`src/rtl/atm_controller_param.sv`:
```
// ATM session controller: card/PIN session FSM plus account balance register.
// Saturating deposits, balance-checked withdrawals, attempt counting with lockout.
// Optional macro DAILY_LIMIT_EN adds a per-day withdrawal cap with the
// dia_nuevo input and the limite_excedido output.
module atm_controller_param #(
  parameter int unsigned PIN_DIGITS = 4,
  parameter logic [4*PIN_DIGITS-1:0] PIN = 16'h1234,
  parameter int unsigned MAX_ATTEMPTS = 3,
  parameter int unsigned MONTO_WIDTH = 32,
  parameter int unsigned BALANCE_WIDTH = 64,
  parameter logic [BALANCE_WIDTH-1:0] INIT_BALANCE = BALANCE_WIDTH'(5000),
  parameter logic [BALANCE_WIDTH-1:0] DAILY_LIMIT = BALANCE_WIDTH'(1000)
) (
  input  logic                     clk,
  input  logic                     rst,
  input  logic                     tarjeta_recibida,
  input  logic                     digito_stb,
  input  logic [3:0]               digito,
  input  logic                     tipo_trans,
  input  logic                     monto_stb,
  input  logic [MONTO_WIDTH-1:0]   monto,
  output logic [BALANCE_WIDTH-1:0] saldo,
  output logic                     balance_actualizado,
  output logic                     entregar_dinero,
  output logic                     pin_incorrecto,
  output logic                     advertencia,
  output logic                     bloqueo,
  output logic                     fondos_insuficientes
`ifdef DAILY_LIMIT_EN
  ,
  input  logic                     dia_nuevo,
  output logic                     limite_excedido
`endif
);

  localparam int CNT_W  = $clog2(PIN_DIGITS + 1);
  localparam int FAIL_W = $clog2(MAX_ATTEMPTS + 1);
  localparam int BUF_W  = 4 * PIN_DIGITS;
  localparam logic [CNT_W-1:0]  PIN_DIGITS_C = CNT_W'(PIN_DIGITS);
  localparam logic [FAIL_W-1:0] MAX_C        = FAIL_W'(MAX_ATTEMPTS);
  // With a single allowed attempt this is 0, which a post-increment count never equals.
  localparam logic [FAIL_W-1:0] MAX_M1_C     = FAIL_W'(MAX_ATTEMPTS - 1);

  typedef enum logic [2:0] {IDLE, PIN_ENTRY, PIN_CHECK, AMOUNT_WAIT, LOCKED} state_t;

  state_t                   state_reg, state_next;
  logic [BALANCE_WIDTH-1:0] saldo_reg, saldo_next;
  logic [CNT_W-1:0]         cnt_reg, cnt_next, cnt_inc;
  logic [BUF_W-1:0]         buf_reg, buf_next;
  logic [BUF_W+3:0]         buf_shifted;
  logic [FAIL_W-1:0]        fail_reg, fail_next, fail_inc;
  logic                     adv_reg, adv_next;
  logic                     blq_reg, blq_next;
  logic                     bal_reg, bal_next;
  logic                     ent_reg, ent_next;
  logic                     pin_reg, pin_next;
  logic                     fondos_reg, fondos_next;
  logic [BALANCE_WIDTH-1:0] monto_ext;
  logic [BALANCE_WIDTH:0]   dep_sum;
`ifdef DAILY_LIMIT_EN
  logic [BALANCE_WIDTH-1:0] acc_reg, acc_next, acc_base;
  logic [BALANCE_WIDTH:0]   acc_sum;
  logic                     lim_reg, lim_next;
`else
  wire unused_daily_limit = ^DAILY_LIMIT;
`endif

  // Session FSM next state, balance arithmetic and registered output values.
  always_comb begin
    state_next  = state_reg;
    saldo_next  = saldo_reg;
    cnt_next    = cnt_reg;
    buf_next    = buf_reg;
    fail_next   = fail_reg;
    adv_next    = adv_reg;
    bal_next    = 1'b0;
    ent_next    = 1'b0;
    pin_next    = 1'b0;
    fondos_next = 1'b0;
    monto_ext   = '0;
    monto_ext[MONTO_WIDTH-1:0] = monto;
    cnt_inc     = cnt_reg + CNT_W'(1);
    fail_inc    = fail_reg + FAIL_W'(1);
    buf_shifted = {buf_reg, digito};
    dep_sum     = {1'b0, saldo_reg} + {1'b0, monto_ext};
`ifdef DAILY_LIMIT_EN
    // A new day clears the accumulator in this very cycle, so a same-cycle
    // withdrawal is judged against zero.
    acc_base = dia_nuevo ? '0 : acc_reg;
    acc_next = acc_base;
    acc_sum  = {1'b0, acc_base} + {1'b0, monto_ext};
    lim_next = 1'b0;
`endif
    case (state_reg)
      IDLE: begin
        if (tarjeta_recibida) begin
          state_next = PIN_ENTRY;
          cnt_next   = '0;
          buf_next   = '0;
        end
      end
      PIN_ENTRY: begin
        if (!tarjeta_recibida) begin
          state_next = IDLE;
        end else if (digito_stb && (digito <= 4'd9)) begin
          buf_next = buf_shifted[BUF_W-1:0];
          cnt_next = cnt_inc;
          if (cnt_inc == PIN_DIGITS_C) state_next = PIN_CHECK;
        end
      end
      PIN_CHECK: begin
        if (!tarjeta_recibida) begin
          state_next = IDLE;
        end else if (buf_reg == PIN) begin
          fail_next  = '0;
          adv_next   = 1'b0;
          state_next = AMOUNT_WAIT;
        end else begin
          fail_next = fail_inc;
          pin_next  = 1'b1;
          cnt_next  = '0;
          buf_next  = '0;
          if (fail_inc == MAX_C) begin
            state_next = LOCKED;
          end else begin
            state_next = PIN_ENTRY;
            if (fail_inc == MAX_M1_C) adv_next = 1'b1;
          end
        end
      end
      AMOUNT_WAIT: begin
        if (!tarjeta_recibida) begin
          state_next = IDLE;
        end else if (monto_stb) begin
          state_next = IDLE;
          if (!tipo_trans) begin
            saldo_next = dep_sum[BALANCE_WIDTH] ? '1 : dep_sum[BALANCE_WIDTH-1:0];
            bal_next   = 1'b1;
`ifdef DAILY_LIMIT_EN
          end else if (acc_sum > {1'b0, DAILY_LIMIT}) begin
            lim_next   = 1'b1;
`endif
          end else if (monto_ext > saldo_reg) begin
            fondos_next = 1'b1;
          end else begin
            saldo_next = saldo_reg - monto_ext;
            bal_next   = 1'b1;
            ent_next   = 1'b1;
`ifdef DAILY_LIMIT_EN
            acc_next   = acc_sum[BALANCE_WIDTH-1:0];
`endif
          end
        end
      end
      LOCKED: state_next = LOCKED;
      default: state_next = IDLE;
    endcase
    blq_next = (state_next == LOCKED);
  end

  // State and output registers; reset aborts any session and clears the lock.
  always_ff @(posedge clk) begin
    if (rst) begin
      state_reg  <= IDLE;
      saldo_reg  <= INIT_BALANCE;
      cnt_reg    <= '0;
      buf_reg    <= '0;
      fail_reg   <= '0;
      adv_reg    <= 1'b0;
      blq_reg    <= 1'b0;
      bal_reg    <= 1'b0;
      ent_reg    <= 1'b0;
      pin_reg    <= 1'b0;
      fondos_reg <= 1'b0;
`ifdef DAILY_LIMIT_EN
      acc_reg    <= '0;
      lim_reg    <= 1'b0;
`endif
    end else begin
      state_reg  <= state_next;
      saldo_reg  <= saldo_next;
      cnt_reg    <= cnt_next;
      buf_reg    <= buf_next;
      fail_reg   <= fail_next;
      adv_reg    <= adv_next;
      blq_reg    <= blq_next;
      bal_reg    <= bal_next;
      ent_reg    <= ent_next;
      pin_reg    <= pin_next;
      fondos_reg <= fondos_next;
`ifdef DAILY_LIMIT_EN
      acc_reg    <= acc_next;
      lim_reg    <= lim_next;
`endif
    end
  end

  assign saldo                = saldo_reg;
  assign balance_actualizado  = bal_reg;
  assign entregar_dinero      = ent_reg;
  assign pin_incorrecto       = pin_reg;
  assign advertencia          = adv_reg;
  assign bloqueo              = blq_reg;
  assign fondos_insuficientes = fondos_reg;
`ifdef DAILY_LIMIT_EN
  assign limite_excedido      = lim_reg;
`endif

endmodule

```
`config.mk`:
```
export PLATFORM = sky130hd
export DESIGN_NAME = atm_controller_param
export DESIGN_NICKNAME = d
export VERILOG_FILES = /design/src/rtl/atm_controller_param.sv
export SDC_FILE = /design/constraint.sdc
export NUM_CORES = 1
export LEC_CHECK = 0
export BUFFER_PORTS_ARGS = -buffer_cell sky130_fd_sc_hd__buf_2
export CORE_UTILIZATION = 45
export DETAILED_ROUTE_END_ITERATION = 8
export GPL_ROUTABILITY_DRIVEN = 0
export PLACE_DENSITY_LB_ADDON = 0.05
export REMOVE_ABC_BUFFERS = 1
export SYNTH_ARGS = -nofsm -noshare
export SYNTH_HDL_FRONTEND = slang
export SYNTH_SLANG_ARGS = --single-unit
export TNS_END_PERCENT = 50
```
`constraint.sdc`:
```
create_clock -name clk -period 6.2 [get_ports clk]
set_clock_uncertainty 0.2 [all_clocks]
set_input_delay 0.31 -clock clk [delete_from_list [all_inputs] [get_ports clk]]
set_output_delay 0.31 -clock clk [all_outputs]
set_load 0.02 [all_outputs]
```
* Word-level counts from Yosys, hierarchy flattened
Index checks and enable logic that the tools add are counted.
** Cells by class
- $add $sub $neg :: 4
- Multiply operators :: 0
- Divide/modulo/power cells :: 0
- Order comparisons :: 2
- Equality and inequality tests :: 16
- Shift operators :: 0
- Mux-type cells :: 33
- Bitwise logic cells :: 5
- Reduce and logical (&&, ||, !) cells :: 11
** Operators with widths (number)
- $mux W64 :: 3
- $mux W16 :: 5
- $add A64 B32 Y65 :: 1
- $gt A32 B64 Y1 :: 1
- $sub A64 B32 Y64 :: 1
- $pmux W16 S3 :: 1
- $mux W3 :: 14
- $eq A16 B13 Y1 const B :: 1
- $pmux W3 S5 :: 1
- $ne A2 B2 Y1 const B :: 7
- $eq A3 B3 Y1 const B :: 3
- $pmux W3 S3 :: 1
- $reduce_and A4 Y1 :: 2
- $mux W1 :: 7
- $eq A3 B2 Y1 const B :: 2
- $reduce_and A6 Y1 :: 1
- $not A1 Y1 :: 5
- $reduce_or A5 Y1 :: 1
- $eq A2 B2 Y1 const B :: 2
- $le A4 B4 Y1 const B :: 1
- $reduce_or A4 Y1 :: 1
- $add A3 B1 Y3 const B :: 1
- $eq A3 B1 Y1 const B :: 1
- $logic_not A3 Y1 :: 1
- 7 further kinds :: 7
** Word-level totals
- Register bits after elaboration :: 94
- Latch bits :: 0
- RAM bits :: 0
- Bits in read-only memories :: 0
- Input bits :: 42
- Output and inout bits :: 70
- Word-level logic and storage cells :: 82
- Memories :: 0

* Longest topological paths before layout
Gate-level depths: netlist (run 1).
- Word-level depth :: 7
- Depth in mapped cells :: 15
- Mapped depth without buffers :: 12

* Worst setup path before layout (run 1)
No wires, ideal clock.
- Kind :: reg-to-reg
- From :: register saldo_reg[0], in the netlist saldo[0]
- To :: register saldo_reg[39], in the netlist saldo[39]
- Setup time :: 0.151 ns
- Data arrival time :: 3.349 ns
- Data required time :: 5.849 ns
- Path slack :: 2.500 ns
- Cell stages (with the launch flop) :: 15
- Buffers on the path :: 2
- Clock period less this slack :: 3.700 ns
- Path through :: dfxtp_1 -> inv_1 -> ha_1 -> fa_1 -> nand2b_1 -> a21oi_1 -> o21ai_1 -> a2111oi_0 -> o41ai_1 -> clkbuf_1 -> nand3_2 -> nand2_1 -> buf_2 -> o41ai_1 -> a311oi_1
** Between the ends
- Word-level cells in the longest chain between the ends :: 3
** Ends and longest elaborated chain
- start, declared :: line 47 : logic [BALANCE_WIDTH-1:0] saldo_reg, saldo_next;
- start signal, assigned :: line 181 : saldo_reg <= saldo_next;
- $gt A32 B64 Y1, or another cell as far along :: line 143 : end else if (monto_ext > saldo_reg) begin
- $ne A2 B2 Y1 (no line), or another cell as far along
- $reduce_and A4 Y1 (no line) / $mux W64 (equally long branches)
Several ways; a longest one is shown, not always the timed one. The select of a mux whose other input is x is not followed.
A chain may end at the register's enable or synchronous reset.

* Final worst setup path (run 1)
- From :: register saldo_reg[0], in the netlist saldo[0]
- To :: register saldo_reg[29], in the netlist saldo[29]
Same word-level chain as after synthesis.

==> summary.txt, run 1 <==
Critical Path Sink Type = flip-flop
outcome = complete, no violations
Root Buffer = clkbuf_16
global-route wire length before repair = 49200 µm
simple logic cell fraction of the synthesized area = 0.263
critical setup path kind = reg -> reg
Hold Fails Final Rpt = 0
Critical Path AT = 5.14 ns
HPWL Detailed = 22700 µm
Int Pwr = 979 µW
total CTS buffers = 9
H-tree depth = 3
PortBufs = 111
Flop pwr share = 0.419
CTS tree = built
vias = 9925
share of cells above drive strength 1 = 0.127
most frequent cells in the layout = a21oi_1 (130), nand2_1 (116), buf_2 (111), nor2_1 (110), dfxtp_1 (94)
critical path's slowest cell = a2111oi_0
Largest register FFs = 64
worst hold margin = 0.0777 ns
Clock Sinks = 94
Max Freq = 196 MHz
initial antenna violation count = 0
GRT overflow = 0
ant diodes = 0
fin. max-slew vios = 0
unrepaired setup endpoints after global routing = false
Via-to-Cell Ratio = 6.26
Synth Area in XOR/XNOR = 0.0324
Ys Warns = 0
worst path cell trace = inv_1 -> ha_1 -> fa_1 -> nand2b_1 -> a21oi_1 -> o21ai_1 -> a2111oi_0 -> o41ai_2 -> buf_4 -> and3_1 -> nor2_4 -> buf_4 -> nor2_1 -> a2111oi_0
setup violators final = 0
pin count of the biggest net entering global routing = 70
gr usage total = 0.306
Tcrit/Tclk final = 0.823
CP peak stage delay = 0.98 ns
Vert. Die Dim = 143 µm
Initial Utilization = 0.459
Crit Path Max Fanout = 31
Post-Route WL = 30800 µm
Slew Limit Headroom = 0.218
Slew @ Worst Pin = 1.17 ns
Psw = 471 µW
Core Area = 0.0195 mm²
Max IR drop VDD = 126 µV
mux cell area share after synthesis = 0.00561
Main synth FF type = dfxtp_1
post-CTS sizing = 0
register area share after synthesis = 0.211
cell area after synthesis = 0.00893 mm²
num rows = 51
Gate Count Post-Synth = 1258
Synth Area in Compound Gates = 0.317
Cell variety after synth = 79
P_leak = 4.12 nW
Finished Core Util = 0.512
Area growth syn-to-layout = 11.6%
die area = 0.0204 mm²
Setup TNS = 0 ns
commonest non-fill, non-tap cell in the layout = a21oi_1
Async SR Flop Fraction = 0
largest family of logic cells by synthesized area = compound AO/OA/AOI/OAI gates
number of flops mapped to enable cells by yosys = 0
vias in the first global route = 9132
Clk Latency, worst-skew pair = 0.37 ns
Max-cap violations = 0
Hold Path Class = in -> reg
io pins = 112
Post-CTS Setup Repair Bufs = 0
Logic pwr share = 0.170
Sw Ratio = 0.325
Die W = 143 µm
Clock Tree Buf Depth = 2
Synth Register Bits = 94
Synth Area in Adders = 0.0998
DRT Pass-1 Iters = 5
Worst Path Required = 6.24 ns
Syn Area/Cell = 7.10 µm²
WL/cell = 19.4 µm
fill count = 1981
minimum clock period = 5.11 ns
Reg clk slew, reported paths = 0.08 ns
DR iter-0 viols = 1002
critical path launch point type = flip-flop
drt drc = 0
number of routed nets with antenna violations = 0
CTS Hold Buffers Added = 4
Clk pwr share = 0.411
Net count, final = 1427
Pwr Density = 146 mW/mm²
==> cells in the mapped netlist, types with 19 or more instances <==
cell type / number / area share
a21oi_1: 130 / 0.073
nand2_1: 116 / 0.049
nor2_1: 111 / 0.047
dfxtp_1: 94 / 0.21
inv_1: 76 / 0.032
ha_1: 68 / 0.095
clkbuf_1: 64 / 0.027
o21ai_0: 48 / 0.027
nand3_1: 47 / 0.026
nor3_1: 34 / 0.019
xnor2_1: 27 / 0.026
nor4_1: 26 / 0.018
a311oi_1: 22 / 0.022
nand4_1: 22 / 0.015
a31oi_1: 21 / 0.015
or3_1: 21 / 0.015
a211oi_1: 19 / 0.016
==> through the flow <==
step,instance area (µm²),setup slack (ns),power (mW),cells
after floorplan,8600,0.565,0.777,1177
after global placement,9610,1.32,0.862,1565
after detailed placement,9610,1.13,0.862,1565
after CTS,9960,1.16,1.46,1585
after global routing,9960,0.814,1.51,1585
final,9960,1.09,1.45,1585
==> critical path, delay by kind of cell (launching register included) <==
kind | cells | cell delay (ns)
adders and majority gates | 2 | 0.60
buffers and inverters | 3 | 0.62
and+or+nand+nor | 4 | 1.19
DFF | 1 | 0.35
AOI/OAI and AO/OA | 5 | 1.98
==> power groups by stage <==
| stage | Combinational [mW] | Clock (mW) | Sequential, mW |
|---|---|---|---|
| after global placement | 0.240 | 0 | 0.623 |
| after CTS | 0.242 | 0.610 | 0.608 |
| final | 0.246 | 0.596 | 0.608 |
| after detailed placement | 0.239 | 0 | 0.623 |
| after floorplan | 0.154 | 0 | 0.623 |
| after global routing | 0.270 | 0.635 | 0.609 |
==> layout make-up <==
| type | count | area (µm²) | share of cell area |
|---|---|---|---|
| flip-flops and latches | 94 | 1880 | 0.189 |
| clock buffers | 9 | 225 | 0.0226 |
| inverters | 83 | 312 | 0.0313 |
| repair buffers | 127 | 686 | 0.0689 |
| clock inverters | 7 | 86.3 | 0.00867 |
| well taps | 265 | 332 | 0.0333 |
| multi-input cells | 1000 | 6430 | 0.646 |
==> path summary, 6_finish.rpt <==
kind	startpoint	endpoint	slack [ns]	depth (start not counted)
max	saldo[0]$_SDFFE_PP0P_	saldo[29]$_SDFFE_PP0P_	1.09	14
min	monto[0]	saldo[0]$_SDFFE_PP0P_	0.08	3
max reg2reg	saldo[0]$_SDFFE_PP0P_	saldo[29]$_SDFFE_PP0P_	1.09	14
min reg2reg	buf_reg[14]$_SDFFE_PP0P_	buf_reg[14]$_SDFFE_PP0P_	0.25	2
==> routing by layer <==
metal	global-route usage	wire length (µm)	share of wire	vias up
li1	-	-	-	4802
met1	0.404	13800	0.45	4639
met2	0.505	14100	0.46	414
met3	0.0402	1930	0.063	70
met4	0.120	916	0.030	0
met5	0	0	0	-
==> kinds of logic (layout without fill, tap and decap cells) <==
family,Yosys count,count (layout)
XOR/XNOR,33,33
adder cells (fa/ha/maj),70,70
AO/OA/AOI/OAI,422,422
AND/OR/NAND/NOR,470,470
flip-flops,94,94
buffers and inverters,164,226
multiplexers,5,5
No activity file was read; power rests on OpenSTA's default activity.
==> run 2: changes to the inputs <==
Settings changed: ABC_AREA set to 1.
Clock period 6.2 ns to 4.45 ns, I/O delays scaled along.
==> summary.txt, run 2 <==
worst hold margin = 0.0725 ns (-0.00519 ns)
pin count of the biggest net entering global routing = 67 (-4.3%)
Slew Limit Headroom = 0.331 (+0.113)
die area = 0.0268 mm² (+31%)
WL/cell = 18.0 µm (-7.5%)
Synth Area in XOR/XNOR = 0.0253 (-0.00707)
Power Total = 2.05 mW (+41%)
Async SR Flop Fraction = 0 (unchanged)
Core Area = 0.0254 mm² (+31%)
DRT Pass-1 Iters = 7 (+2)
outcome = complete, no violations
most frequent cells in the layout = nand2_1 (612), inv_1 (346), nor2_1 (292), nand3_1 (214), a21oi_1 (136)
largest family of logic cells by synthesized area = simple AND/OR/NAND/NOR gates
Ys Warns = 0 (unchanged)
global-route wire length before repair = 70400 µm (+43%)
Root Buffer = clkbuf_16
num rows = 58 (+14%)
Cell variety after synth = 46 (-42%)
GRT overflow = 0 (unchanged)
drt drc = 0 (unchanged)
Main synth FF type = dfxtp_1
placed inst area = 0.0124 mm² (+29%)
Setup TNS = 0 ns (unchanged)
register area share after synthesis = 0.160 (-0.0509)
CP peak stage delay = 0.55 ns (-0.43 ns)
Synth Register Bits = 94 (unchanged)
unrepaired setup endpoints after global routing = false
Via-to-Cell Ratio = 5.54 (-11%)
Crit Path Max Fanout = 35 (+13%)
worst path cell trace = dlygate4sd3_1 -> buf_2 -> ha_1 -> fa_1 -> o21ai_1 -> nand2_1 -> nand2_2 -> nand3_1 -> nand2_1 -> nand2_2 -> nand3_4 -> nor2_1 -> nor2_4 -> buf_4 -> o21ai_0 -> a21oi_2
Final Instance Area = 0.0127 mm² (+28%)
most frequent cell after synthesis = nand2_1
vias in the first global route = 13000 (+43%)
Reg clk slew, reported paths = 0.08 ns (about the same)
Buffers & Inverters on Critical Path = 3 (unchanged)
P_leak = 6.84 nW (+66%)
Post-synth top cells = nand2_1 (612), inv_1 (347), nor2_1 (292), nand3_1 (214), a21oi_1 (136)
critical setup path kind = in -> reg
ant diodes = 0 (unchanged)
Max Freq = 270 MHz
H-tree depth = 3 (unchanged)
cell area after synthesis = 0.0118 mm² (+32%)
area leader, netlist = nand2_1
Tcrit/Tclk final = 0.831
total CTS buffers = 9 (unchanged)
initial antenna violation count = 0 (unchanged)
number of routed nets with antenna violations = 0 (unchanged)
Gate Count Post-Synth = 2178 (+73%)
mux cell area share after synthesis = 0 (-0.00561)
PortBufs = 111 (unchanged)
worst reg2reg setup slack = 0.87 ns (-0.22 ns)
share of cells above drive strength 1 = 0.0889 (-0.0384)
io pins = 112 (unchanged)
Clock Tree Buf Depth = 2 (unchanged)
Slew @ Worst Pin = 0.995 ns (-0.172 ns)
Max-cap violations = 0 (unchanged)
Largest register FFs = 64 (unchanged)
Syn Area/Cell = 5.40 µm² (-24%)
Area growth syn-to-layout = 8.19%
Critical Path AT = 3.81 ns (-1.33 ns)
Synth area leaders = nand2_1 (20%), dfxtp_1 (16%), inv_1 (11%), nor2_1 (9.3%), nand3_1 (9.1%)
Post-Route WL = 46200 µm (+50%)
simple logic cell fraction of the synthesized area = 0.459 (+0.195)
Die W = 164 µm (+15%)
Vert. Die Dim = 164 µm (+15%)
critical path launch point type = primary input
setup violators final = 0 (unchanged)
fin. max-slew vios = 0 (unchanged)
Clock Sinks = 94 (unchanged)
critical path's slowest cell = buf_4
post-synth top area share = 0.195 (-0.0156)
Synth Area in Adders = 0.0757 (-0.0241)
Critical Path Sink Type = flip-flop
Net count, final = 2346 (+64%)
Worst Path Required = 4.56 ns (-1.68 ns)
DR iter-0 viols = 1696 (+69%)
Post-CTS Setup Repair Bufs = 0 (unchanged)
HPWL Detailed = 36500 µm (+60%)
vias = 14200 (+43%)
commonest non-fill, non-tap cell in the layout = nand2_1
CTS tree = built
Pwr Density = 161 mW/mm² (+10%)
Hold Fails Final Rpt = 0 (unchanged)
Initial Utilization = 0.463 (+0.00467)
gr usage total = 0.345 (+0.0386)
largest delay contributor family on the critical path = buffers and inverters
minimum clock period = 3.70 ns
Max IR drop VDD = 164 µV (+30%)
Hold Path Class = in -> reg
number of flops mapped to enable cells by yosys = 0 (unchanged)
Clk Latency, worst-skew pair = 0.38 ns (about the same)
Synth Area in Compound Gates = 0.128 (-0.189)
-- run 2: cell count changes after synthesis, moves of 18 or more --
cell,change
a311oi_1,-22
a31oi_1,-20
buf_2,+18
clkbuf_1,-37
inv_1,+271
nand2_1,+496
nand3_1,+167
nand4_1,+25
nor2_1,+181
o21ai_0,+60
or3_1,-21
xnor2_1,-23
xor2_1,+24
-- run 2: worst paths after layout --
kind	end	cells past startpoint	start
min reg2reg	cnt_reg[2]$_SDFFE_PP0P_	2	cnt_reg[2]$_SDFFE_PP0P_
max reg2reg	saldo[24]$_SDFFE_PP0P_	15	saldo[0]$_SDFFE_PP0P_
max	saldo[24]$_SDFFE_PP0P_	16	monto[0]
min	state_reg[0]$_SDFF_PP0_	4	monto_stb
-- run 2: routing by layer --
metal  routed length [µm]  GRT usage
met2                20300      0.560
met4                 2390      0.175
met1                19500      0.446
met3                 3990     0.0432
met5                    0          0
-- run 2: cell families after synthesis --
kind of cell,count (synthesis)
AO/OA/AOI/OAI,283
XOR/XNOR,34
adder cells (fa/ha/maj),70
buffers and inverters,441
flip-flops,94
AND/OR/NAND/NOR,1256
-- run 2: repair_timing --
item,in CTS,in global routing
endpoints found under the hold margin,6,0
endpoints found under the setup margin,0,0
gates resized for setup,0,0
hold buffers,6,0
-- run 2: tightest hold or removal path: stages --
cell and delay [ns]:
buf_2 0.09, nor3_1 0.05, o21ai_0 0.17, a21oi_1 0.07
-- run 2: report_power, final --
| group | total, mW | internal (mW) | switching, mW |
|---|---|---|---|
| Clock | 0.856 | 0.401 | 0.455 |
| Sequential | 0.847 | 0.845 | 0.00259 |
| Combinational | 0.345 | 0.0990 | 0.246 |
-- run 2: area by class of cell --
cell class	count	area [µm²]
clock inverter	7	75.1
fill	2884	12700
sequential	94	1880
multi-input combinational	1643	8100
timing repair buffer	127	691
tap	330	413
clock buffer	9	225
inverter	359	1350
-- run 2: metrics by stage --
stage	cells	utilization	setup slack, ns
CTS	2569	0.501	0.800
global placement	2547	0.487	1.01
finish	2569	0.501	0.751
floorplan	2096	-	0.696
detailed placement	2547	0.487	0.891
global route	2569	0.501	0.458
==> run 3: changes to the inputs <==
Clock period 4.45 ns to 3 ns, I/O delays scaled along.
==> summary.txt, run 3 (synthesis results as in run 2) <==
outcome = complete, no violations
vias = 14600 (+2.8%)
critical setup path kind = reg -> reg
Die W = 164 µm (unchanged)
Root Buffer = clkbuf_16
gr usage total = 0.358 (+0.0133)
Largest register FFs = 64 (unchanged)
Crit Reg-Reg Startpoint = saldo[28]$_SDFFE_PP0P_
Core Area = 0.0254 mm² (unchanged)
minimum clock period = 2.89 ns
Hold Path Depth = 4 (unchanged)
Setup WS pre-CTS = 0.0329 ns (-0.858 ns)
Net count, final = 2420 (+3.2%)
Crit Path Max Fanout = 8 (-77%)
Slew Limit Headroom = 0.556 (+0.226)
DR iter-0 viols = 1471 (-13%)
worst hold start = monto_stb
worst reg2reg setup slack = 0.11 ns (-0.76 ns)
Vert. Die Dim = 164 µm (unchanged)
drt drc = 0 (unchanged)
setup violators final = 0 (unchanged)
Critical Path AT = 3.01 ns (-0.80 ns)
Area growth syn-to-layout = 15.6%
Clock Tree Buf Depth = 2 (unchanged)
num rows = 58 (unchanged)
initial antenna violation count = 0 (unchanged)
global-route wire length before repair = 73000 µm (+3.7%)
worst r2r path cells = 14 (-1)
GRT overflow = 0 (unchanged)
WL/cell = 18.1 µm (+0.93%)
Pwr Density = 229 mW/mm² (+43%)
Worst Path Required = 3.12 ns (-1.44 ns)
worst hold margin = 0.0128 ns (-0.0597 ns)
io pins = 112 (unchanged)
WHS Endpoint = state_reg[0]$_SDFF_PP0_
commonest non-fill, non-tap cell in the layout = nand2_1
Reg clk slew, reported paths = 0.09 ns (about the same)
DRT Pass-1 Iters = 7 (unchanged)
Via-to-Cell Ratio = 5.54 (about the same)
total CTS buffers = 9 (unchanged)
H-tree depth = 3 (unchanged)
Post-Route WL = 47900 µm (+3.8%)
die area = 0.0268 mm² (unchanged)
Critical Path Sink Type = flip-flop
FF-to-FF End = saldo[24]$_SDFFE_PP0P_
Max-cap violations = 0 (unchanged)
number of routed nets with antenna violations = 0 (unchanged)
most frequent cells in the layout = nand2_1 (606), inv_1 (346), nor2_1 (285), nand3_1 (214), a21oi_1 (126)
Max Freq = 346 MHz
P_leak = 7.24 nW (+5.8%)
Hold Fails Final Rpt = 0 (unchanged)
critical path launch point type = flip-flop
pin count of the biggest net entering global routing = 50 (-25%)
PortBufs = 111 (unchanged)
ant diodes = 0 (unchanged)
vias in the first global route = 13600 (+4.0%)
Clock Sinks = 94 (unchanged)
final worst setup slack = 0.110 ns (-0.641 ns)
Hold Path Class = in -> reg
Initial Utilization = 0.463 (unchanged)
Tcrit/Tclk final = 0.963
Max IR drop VDD = 208 µV (+27%)
fill count = 2768 (-4.0%)
share of cells above drive strength 1 = 0.137 (+0.0482)
Slew @ Worst Pin = 0.665 ns (-0.329 ns)
fin. max-slew vios = 0 (unchanged)
Clk Latency, worst-skew pair = 0.38 ns (about the same)
CTS tree = built
HPWL Detailed = 37900 µm (+3.9%)
run 3: cell count changes in the layout (fill, tap and decap cells not counted), moves of 6 or more:
cell     change
nand2_2      +6
nor2_1       -7
ha_2         +7
buf_4       +66
a21oi_2      +8
ha_1        -13
nand2_1      -6
ha_4         +6
a21oi_1     -10
run 3: worst max path at each step:
stage / startpoint / end / slack [ns]
2_1_floorplan: saldo[0]$_SDFFE_PP0P_ / saldo[10]$_SDFFE_PP0P_ / -0.75
3_3_place_gp: saldo[23]$_SDFFE_PP0P_ / saldo[18]$_SDFFE_PP0P_ / 0.09
3_5_place_dp: saldo[0]$_SDFFE_PP0P_ / saldo[18]$_SDFFE_PP0P_ / 0.03
4_1_cts: monto[0] / saldo[18]$_SDFFE_PP0P_ / 0.01
5_1_grt: saldo[31]$_SDFFE_PP0P_ / saldo[24]$_SDFFE_PP0P_ / -0.02
6_report: saldo[28]$_SDFFE_PP0P_ / saldo[24]$_SDFFE_PP0P_ / 0.11
run 3: repair_timing:
action / CTS / global route
endpoints found under the hold margin: 7 / 0
setup endpoints to repair: 0 / 62
buffers inserted: 0 / 8
hold buffers: 6 / 0
resized for setup: 0 / 59
run 3: through the flow:
stage | cell area [µm²] | TNS [ns] | std cells | util | total power [mW]
finish | 13600 | 0 | 2643 | 0.536 | 3.12
global placement | 12900 | 0 | 2611 | 0.508 | 1.81
floorplan | 11300 | -29.93 | 2096 | - | 1.59
global route | 13600 | -0.0168 | 2643 | 0.536 | 3.23
detailed placement | 12900 | 0 | 2611 | 0.508 | 1.81
CTS | 13300 | 0 | 2633 | 0.523 | 3.11
run 3: where the power goes:
group          switching (mW)  total (mW)  internal [mW]
clock                   0.695        1.29          0.599
sequential            0.00376        1.26           1.25
combinational           0.386       0.570          0.184
total                    1.09        3.12           2.04
run 3: critical path, cell delays in order (launching register included):
cell       delay [ns]
dfxtp_1          0.49
ha_1             0.34
nor2_1           0.22
nand2_1          0.20
nor2_2           0.18
inv_1            0.09
nor2_1           0.11
nand2_2          0.08
nand2_4          0.10
nand4_4          0.11
nor2_2           0.14
nor2_4           0.11
clkbuf_16        0.20
buf_4            0.15
a21oi_2          0.11
run 3: per-layer routing:
metal / share of wire / up-vias / track usage
met3: 0.10 / 151 / 0.0646
met4: 0.056 / 0 / 0.191
met2: 0.43 / 729 / 0.572
met5: 0 / - / 0
met1: 0.41 / 6623 / 0.456
li1: - / 7144 / -
run 3: area by class of cell:
| type | instances | area [µm²] | area share |
|---|---|---|---|
| multi-input combinational | 1643 | 8310 | 0.611 |
| clock buffer | 9 | 225 | 0.0166 |
| clock inverter | 7 | 77.6 | 0.00570 |
| inverter | 359 | 1350 | 0.0991 |
| tap | 330 | 413 | 0.0304 |
| timing repair buffer | 201 | 1350 | 0.0991 |
| sequential | 94 | 1880 | 0.138 |
